<file path="config.mk">
export PLATFORM = sky130hd
export DESIGN_NAME = mioc_gate_test_seq
export DESIGN_NICKNAME = d
export VERILOG_FILES = /design/src/rtl/mioc_gate_test_seq_pkg.sv /design/src/rtl/mioc_gate_test_seq_settle_timer.sv /design/src/rtl/mioc_gate_test_seq.sv
export SDC_FILE = /design/constraint.sdc
export NUM_CORES = 1
export LEC_CHECK = 0
export CORE_ASPECT_RATIO = 1.75
export CORE_MARGIN = 4
export CORE_UTILIZATION = 25
export DETAILED_ROUTE_END_ITERATION = 16
export GPL_TIMING_DRIVEN = 0
export MAX_ROUTING_LAYER = met4
export SYNTH_ARGS = -nofsm -noshare
export SYNTH_HDL_FRONTEND = slang
export SYNTH_SLANG_ARGS = --single-unit
</file>
<file path="constraint.sdc">
create_clock -name clk -period 1.9 [get_ports clk]
set_input_delay 0.285 -clock clk [delete_from_list [all_inputs] [get_ports clk]]
set_output_delay 0.285 -clock clk [all_outputs]
set_load 0.05 [all_outputs]
</file>
<file path="src/rtl/mioc_gate_test_seq_pkg.sv">
// Shared definitions for the MIOC gate test sequencer: FSM state encoding,
// default golden truth table and a truth-table lookup helper.
package mioc_gate_test_seq_pkg;

    typedef enum logic [2:0] {
        ST_IDLE   = 3'd0,
        ST_DRIVE  = 3'd1,
        ST_SETTLE = 3'd2,
        ST_SAMPLE = 3'd3,
        ST_REPORT = 3'd4,
        ST_DONE   = 3'd5
    } state_t;

    // z = ~((in1 & in2) | in3 | in4), indexed by {in1,in2,in3,in4}
    localparam logic [15:0] EXP_TRUTH_DEFAULT = 16'h0111;

    function automatic logic truth_bit(input logic [15:0] table_bits, input logic [3:0] pat);
        return table_bits[pat];
    endfunction

endpackage

</file>
<file path="src/rtl/mioc_gate_test_seq_settle_timer.sv">
// Loadable down-counter timing the settle window between driving a pattern
// and sampling the gate output.
module mioc_gate_test_seq_settle_timer #(
    parameter int CNT_W = 8
) (
    input  logic             clk,
    input  logic             reset,
    input  logic             load,
    input  logic [CNT_W-1:0] load_val,
    input  logic             en,
    output logic             expired
);

    logic [CNT_W-1:0] count;

    always_ff @(posedge clk) begin
        if (reset) begin
            count <= '0;
        end else if (load) begin
            count <= load_val;
        end else if (en && (count != '0)) begin
            count <= count - 1'b1;
        end
    end

    assign expired = (count == '0);

endmodule

</file>
<file path="src/rtl/mioc_gate_test_seq.sv">
// Pattern sequencer for the MIOC gate-under-test: sweeps a 4-bit pattern range,
// samples z after a settle time, checks it against a golden table and streams results.
module mioc_gate_test_seq
    import mioc_gate_test_seq_pkg::*;
#(
    parameter int          SETTLE_CYCLES = 4,
    parameter logic [15:0] EXP_TRUTH     = EXP_TRUTH_DEFAULT,
    parameter int          CNT_W         = 8
) (
    input  logic        clk,
    input  logic        reset,
    input  logic        start,
    input  logic [3:0]  first_pat,
    input  logic [3:0]  last_pat,
    output logic        in1,
    output logic        in2,
    output logic        in3,
    output logic        in4,
    input  logic        z,
    output logic        res_valid,
    input  logic        res_ready,
    output logic [3:0]  res_pat,
    output logic        res_z,
    output logic        res_err,
    output logic [15:0] sampled_vec,
    output logic [4:0]  err_cnt,
    output logic        busy,
    output logic        done,
    output logic        pass,
    output logic [2:0]  dbg_state
);

    // Timer is loaded with SETTLE_CYCLES-1 so SETTLE lasts exactly SETTLE_CYCLES clocks.
    localparam logic [CNT_W-1:0] SETTLE_LOAD =
        (SETTLE_CYCLES == 0) ? '0 : CNT_W'(SETTLE_CYCLES - 1);

    state_t     state;
    state_t     state_nx;
    logic [3:0] cur;
    logic [3:0] last_q;
    logic [3:0] pat_q;

    logic accept_start;
    logic tmr_load;
    logic tmr_en;
    logic tmr_expired;
    logic do_sample;
    logic do_handshake;
    logic sample_err;

    mioc_gate_test_seq_settle_timer #(
        .CNT_W (CNT_W)
    ) u_settle_timer (
        .clk      (clk),
        .reset    (reset),
        .load     (tmr_load),
        .load_val (SETTLE_LOAD),
        .en       (tmr_en),
        .expired  (tmr_expired)
    );

    always_ff @(posedge clk) begin
        if (reset) begin
            state <= ST_IDLE;
        end else begin
            state <= state_nx;
        end
    end

    // Result handshake: res_valid rises after SAMPLE and res_* stay frozen until
    // a cycle with res_valid && res_ready; that cycle is the single transfer.
    always_comb begin
        state_nx     = state;
        accept_start = 1'b0;
        tmr_load     = 1'b0;
        tmr_en       = 1'b0;
        do_sample    = 1'b0;
        do_handshake = 1'b0;
        case (state)
            ST_IDLE: begin
                if (start) begin
                    accept_start = 1'b1;
                    state_nx     = ST_DRIVE;
                end
            end
            ST_DRIVE: begin
                tmr_load = 1'b1;
                state_nx = (SETTLE_CYCLES == 0) ? ST_SAMPLE : ST_SETTLE;
            end
            ST_SETTLE: begin
                if (tmr_expired) begin
                    state_nx = ST_SAMPLE;
                end else begin
                    tmr_en = 1'b1;
                end
            end
            ST_SAMPLE: begin
                do_sample = 1'b1;
                state_nx  = ST_REPORT;
            end
            ST_REPORT: begin
                if (res_valid && res_ready) begin
                    do_handshake = 1'b1;
                    state_nx     = (cur == last_q) ? ST_DONE : ST_DRIVE;
                end
            end
            ST_DONE: begin
                state_nx = ST_IDLE;
            end
            default: begin
                state_nx = ST_IDLE;
            end
        endcase
    end

    assign sample_err = z ^ truth_bit(EXP_TRUTH, cur);

    always_ff @(posedge clk) begin
        if (reset) begin
            cur         <= '0;
            last_q      <= '0;
            pat_q       <= '0;
            res_valid   <= 1'b0;
            res_pat     <= '0;
            res_z       <= 1'b0;
            res_err     <= 1'b0;
            sampled_vec <= '0;
            err_cnt     <= '0;
            busy        <= 1'b0;
            done        <= 1'b0;
        end else begin
            if (accept_start) begin
                cur         <= first_pat;
                last_q      <= last_pat;
                busy        <= 1'b1;
                done        <= 1'b0;
                err_cnt     <= '0;
                sampled_vec <= '0;
            end
            if (state == ST_DRIVE) begin
                pat_q <= cur;
            end
            if (do_sample) begin
                res_valid        <= 1'b1;
                res_pat          <= cur;
                res_z            <= z;
                res_err          <= sample_err;
                sampled_vec[cur] <= z;
                err_cnt          <= err_cnt + 5'(sample_err);
            end
            if (do_handshake) begin
                res_valid <= 1'b0;
                if (cur == last_q) begin
                    busy <= 1'b0;
                    done <= 1'b1;
                end else begin
                    cur <= cur + 4'd1;
                end
            end
        end
    end

    // Pins keep the last pattern after the sweep so the cell stays in a known state.
    assign {in1, in2, in3, in4} = pat_q;
    assign pass      = done && (err_cnt == 5'd0);
    assign dbg_state = state;

endmodule

</file>
==> flow_metrics.py <==
metrics = {
    "status": {
        "outcome": "completed",
    },
    "power_and_ir_drop": {
        "internal_power_mw": 2.008,
        "combinationalPowerShare": 0.261,
        "seqPwrFrac": 0.422,
        "power_frac_clock": 0.317,
        "power_density_mw_per_mm2": 889.3,
        "ir_drop_v": 0.0004581,
        "netSwitchingFraction": 0.3269,
        "leakage_nw": 1.167,
        "power.switching_uw": 975.2,
    },
    "route": {
        "drt_pre_antenna_iters": 4,
        "wl_per_cell_um": 15.01,
        "antenna_left": 0,
        "via_count": 2310,
        "drt-initial-drc-count": 135,
        "drc": 0,
        "vias_per_cell": 4.884,
        "wirelength_mm": 7.099,
    },
    "finish": {
        "area_growth_pct": 33.25,
        "multi_input_area_mm2": 0.001359,
        "fill_cells": 1066,
        "layout-drive-gt1-share": 0.08908,
        "regArea_mm2": 0.001082,
        "stdcell_count": 473,
        "layout_common_cells": "dfxtp_1, clkdlybuf4s50_1, nand2_1",
        "layout_commonest_cell": "dfxtp_1",
        "nNetsFinal": 368,
        "diodes": 0,
    },
    "clocking": {
        "clk_pin_slew_ns": 0.07,
        "cts_made_buffers": 5,
        "cts_hold_buffers": 0,
        "cts_tree": "yes",
        "cts_root_buf": "clkbuf_16",
        "numClockSinks": 54,
        "worstSkewPairLatency_ns": 0.30,
        "cts_buffer_depth": 2,
        "ctsHtreeMaxLevel": 2,
    },
    "worst_setup_path": {
        "crit_family": "buffers and inverters",
        "cpMaxStageDelayCell": "clkdlybuf4s50_1",
        "critical_path_class": "flip-flop to output pin",
        "crit_required_ns": 1.62,
        "crit_arrival_ns": 1.58,
        "cp-start-kind": "flip-flop",
        "max_stage_delay_ns": 0.85,
        "worstPathMaxFanout": 4,
        "crit_buf_inv": 1,
        "path_cells": "clkdlybuf4s50_1",
        "critPathCaptureType": "output pin",
    },
    "sta": {
        "rsz0062_at_grt": "false",
        "setup_violations": 0,
        "timing.final.ws_setup_ns": 0.03620,
        "fin_crit_ns": 1.864,
        "skew_ns": 0.004677,
        "min_period_over_period": 0.9809,
        "hold_viol_final": 0,
        "worstMarginPinSlew_ns": 0.5968,
        "slew_violations": 0,
        "fmax_mhz": 536.5,
        "slew_headroom": 0.6004,
    },
    "grt": {
        "first_global_vias": 2258,
        "antenna_found_initial": 0,
        "met3_usage": 0.01813,
        "grt.total_usage": 0.1263,
        "grt_use_met2": 0.2203,
        "use_met1": 0.1345,
        "grt_max_degree": 17,
        "grt_overflow": 0,
        "globalRoute.busiestLayer": "met2",
        "grt_pass1_wl_mm": 11.45,
    },
    "placed_design": {
        "dp_hpwl_mm": 5.368,
        "port_buffers": 49,
        "place.gp.congestion": 0.8851,
        "dpl.cell_count": 465,
        "pre_cts_ws_ns": -0.4383,
    },
    "floorplanning": {
        "initial_core_util": 0.2556,
        "rows": 48,
        "fp.dieH_um": 140.7,
        "die_area_mm2": 0.01180,
        "die_w_um": 83.86,
        "core_mm2": 0.009849,
        "ios": 51,
    },
    "yosys": {
        "yosys.area.top_type": "dfxtp_1",
        "synth_edf_count": 0,
        "yosysWarnings": 0,
        "synthCells": 291,
        "synth.avg_cell_area_um2": 8.651,
        "synth_cell_types": 40,
        "synth_ff_type": "dfxtp_1",
        "ys_seq_area_frac": 0.4294,
        "async_flop_share": 0,
        "synthTopCellsByArea": "dfxtp_1, a21oi_1, nand2_1",
        "netlist_area_mm2": 0.002517,
        "synth_nets": 312,
        "synth-seq-cells": 54,
        "yosysTopAreaCellShare": 0.4294,
    },
    "flow_run": {
        "max_cap_viol_count": 0,
    },
    "worst_hold_path": {
        "min_path_type": "input pin to flip-flop",
    },
}
path summary, 6_finish.rpt:
check               start                 endpoint  slack (ns)  cells past startpoint
max            err_cnt[0]               err_cnt[0]        0.04                      1
min                     z           sampled_vec[2]        0.43                      3
max reg2reg  dbg_state[1]  u_settle_timer.count[4]        0.12                      6
min reg2reg     last_q[0]                last_q[0]        0.47                      2
power by group through the flow:
| stage | Combinational [mW] | Sequential (mW) | Clock (mW) |
|---|---|---|---|
| after floorplan | 0.472 | 1.36 | 0 |
| after global placement | 0.739 | 1.28 | 0 |
| after detailed placement | 0.754 | 1.29 | 0 |
| after CTS | 0.778 | 1.26 | 0.971 |
| after global routing | 0.849 | 1.27 | 1.00 |
| final | 0.778 | 1.26 | 0.946 |
worst register-to-register path, cell delays in order (launching register included):
cell,delay (ns)
dfxtp_2,0.33
buf_4,0.15
or3b_4,0.44
a2111oi_4,0.39
and2b_1,0.18
xnor2_1,0.12
nor2_1,0.06
flip-flops by register name, summed over array words and instances (netlist names), 3 cells and up, named ones only:
name / flops
cur: 4
dbg_state: 3
err_cnt: 5
last_q: 4
pat_q: 4
res_pat: 4
sampled_vec: 16
u_settle_timer.count: 8
layout make-up:
class / count / share of cell area
clock buffer: 6 / 0.04140
clock inverter: 2 / 0.003730
tap: 125 / 0.04662
sequential: 54 / 0.3226
timing repair buffer: 50 / 0.1481
multi-input combinational: 212 / 0.4051
inverter: 7 / 0.007833
buffer: 17 / 0.02462
synth_stat cells (all sizes together) (5+ instances only):
| library cell | instances |
|---|---|
| clkbuf | 10 |
| dfxtp | 54 |
| o211ai | 12 |
| buf | 8 |
| nor2 | 31 |
| xor2 | 9 |
| inv | 7 |
| o21ai | 5 |
| a21oi | 35 |
| a31oi | 5 |
| nand4 | 16 |
| nand2 | 37 |
| ha | 8 |
| nor3 | 5 |
cells by family after synthesis:
| kind of cell | share of synthesized area |
|---|---|
| and+or+nand+nor | 0.2391 |
| AOI/OAI and AO/OA | 0.1943 |
| DFF | 0.4294 |
| buffers and inverters | 0.04424 |
| xor gates and xnor gates | 0.04523 |
| adders and majority gates | 0.03976 |
| muxes | 0.007953 |
layer usage:
layer,vias to the layer above,part of all wire,wire [um]
met5,-,0,0
met3,11,0.037,265
met4,0,0.023,166
met1,1072,0.40,2815
met2,80,0.54,3852
li1,1147,-,-
per-stage QoR:
stage          hold WS (ns)  instance area, um^2    util   TNS, ns  power, mW
2_1_floorplan        0.4210                 2530       -  -0.09946      1.828
3_3_place_gp         0.4585                 3177  0.3225    -4.989      2.022
3_5_place_dp         0.4550                 3177  0.3225    -5.416      2.040
4_1_cts              0.4117                 3347  0.3398         0      3.008
5_1_grt              0.4401                 3354  0.3406         0      3.117
6_report             0.4302                 3354  0.3406         0      2.983
repair_timing:
item / in CTS / in global routing
setup endpoints to repair: 11 / 7
pin swaps: 1 / 0
resized for setup: 11 / 5
setup buffers: 1 / 0
Note: power is estimated with default switching activity, not from simulation.
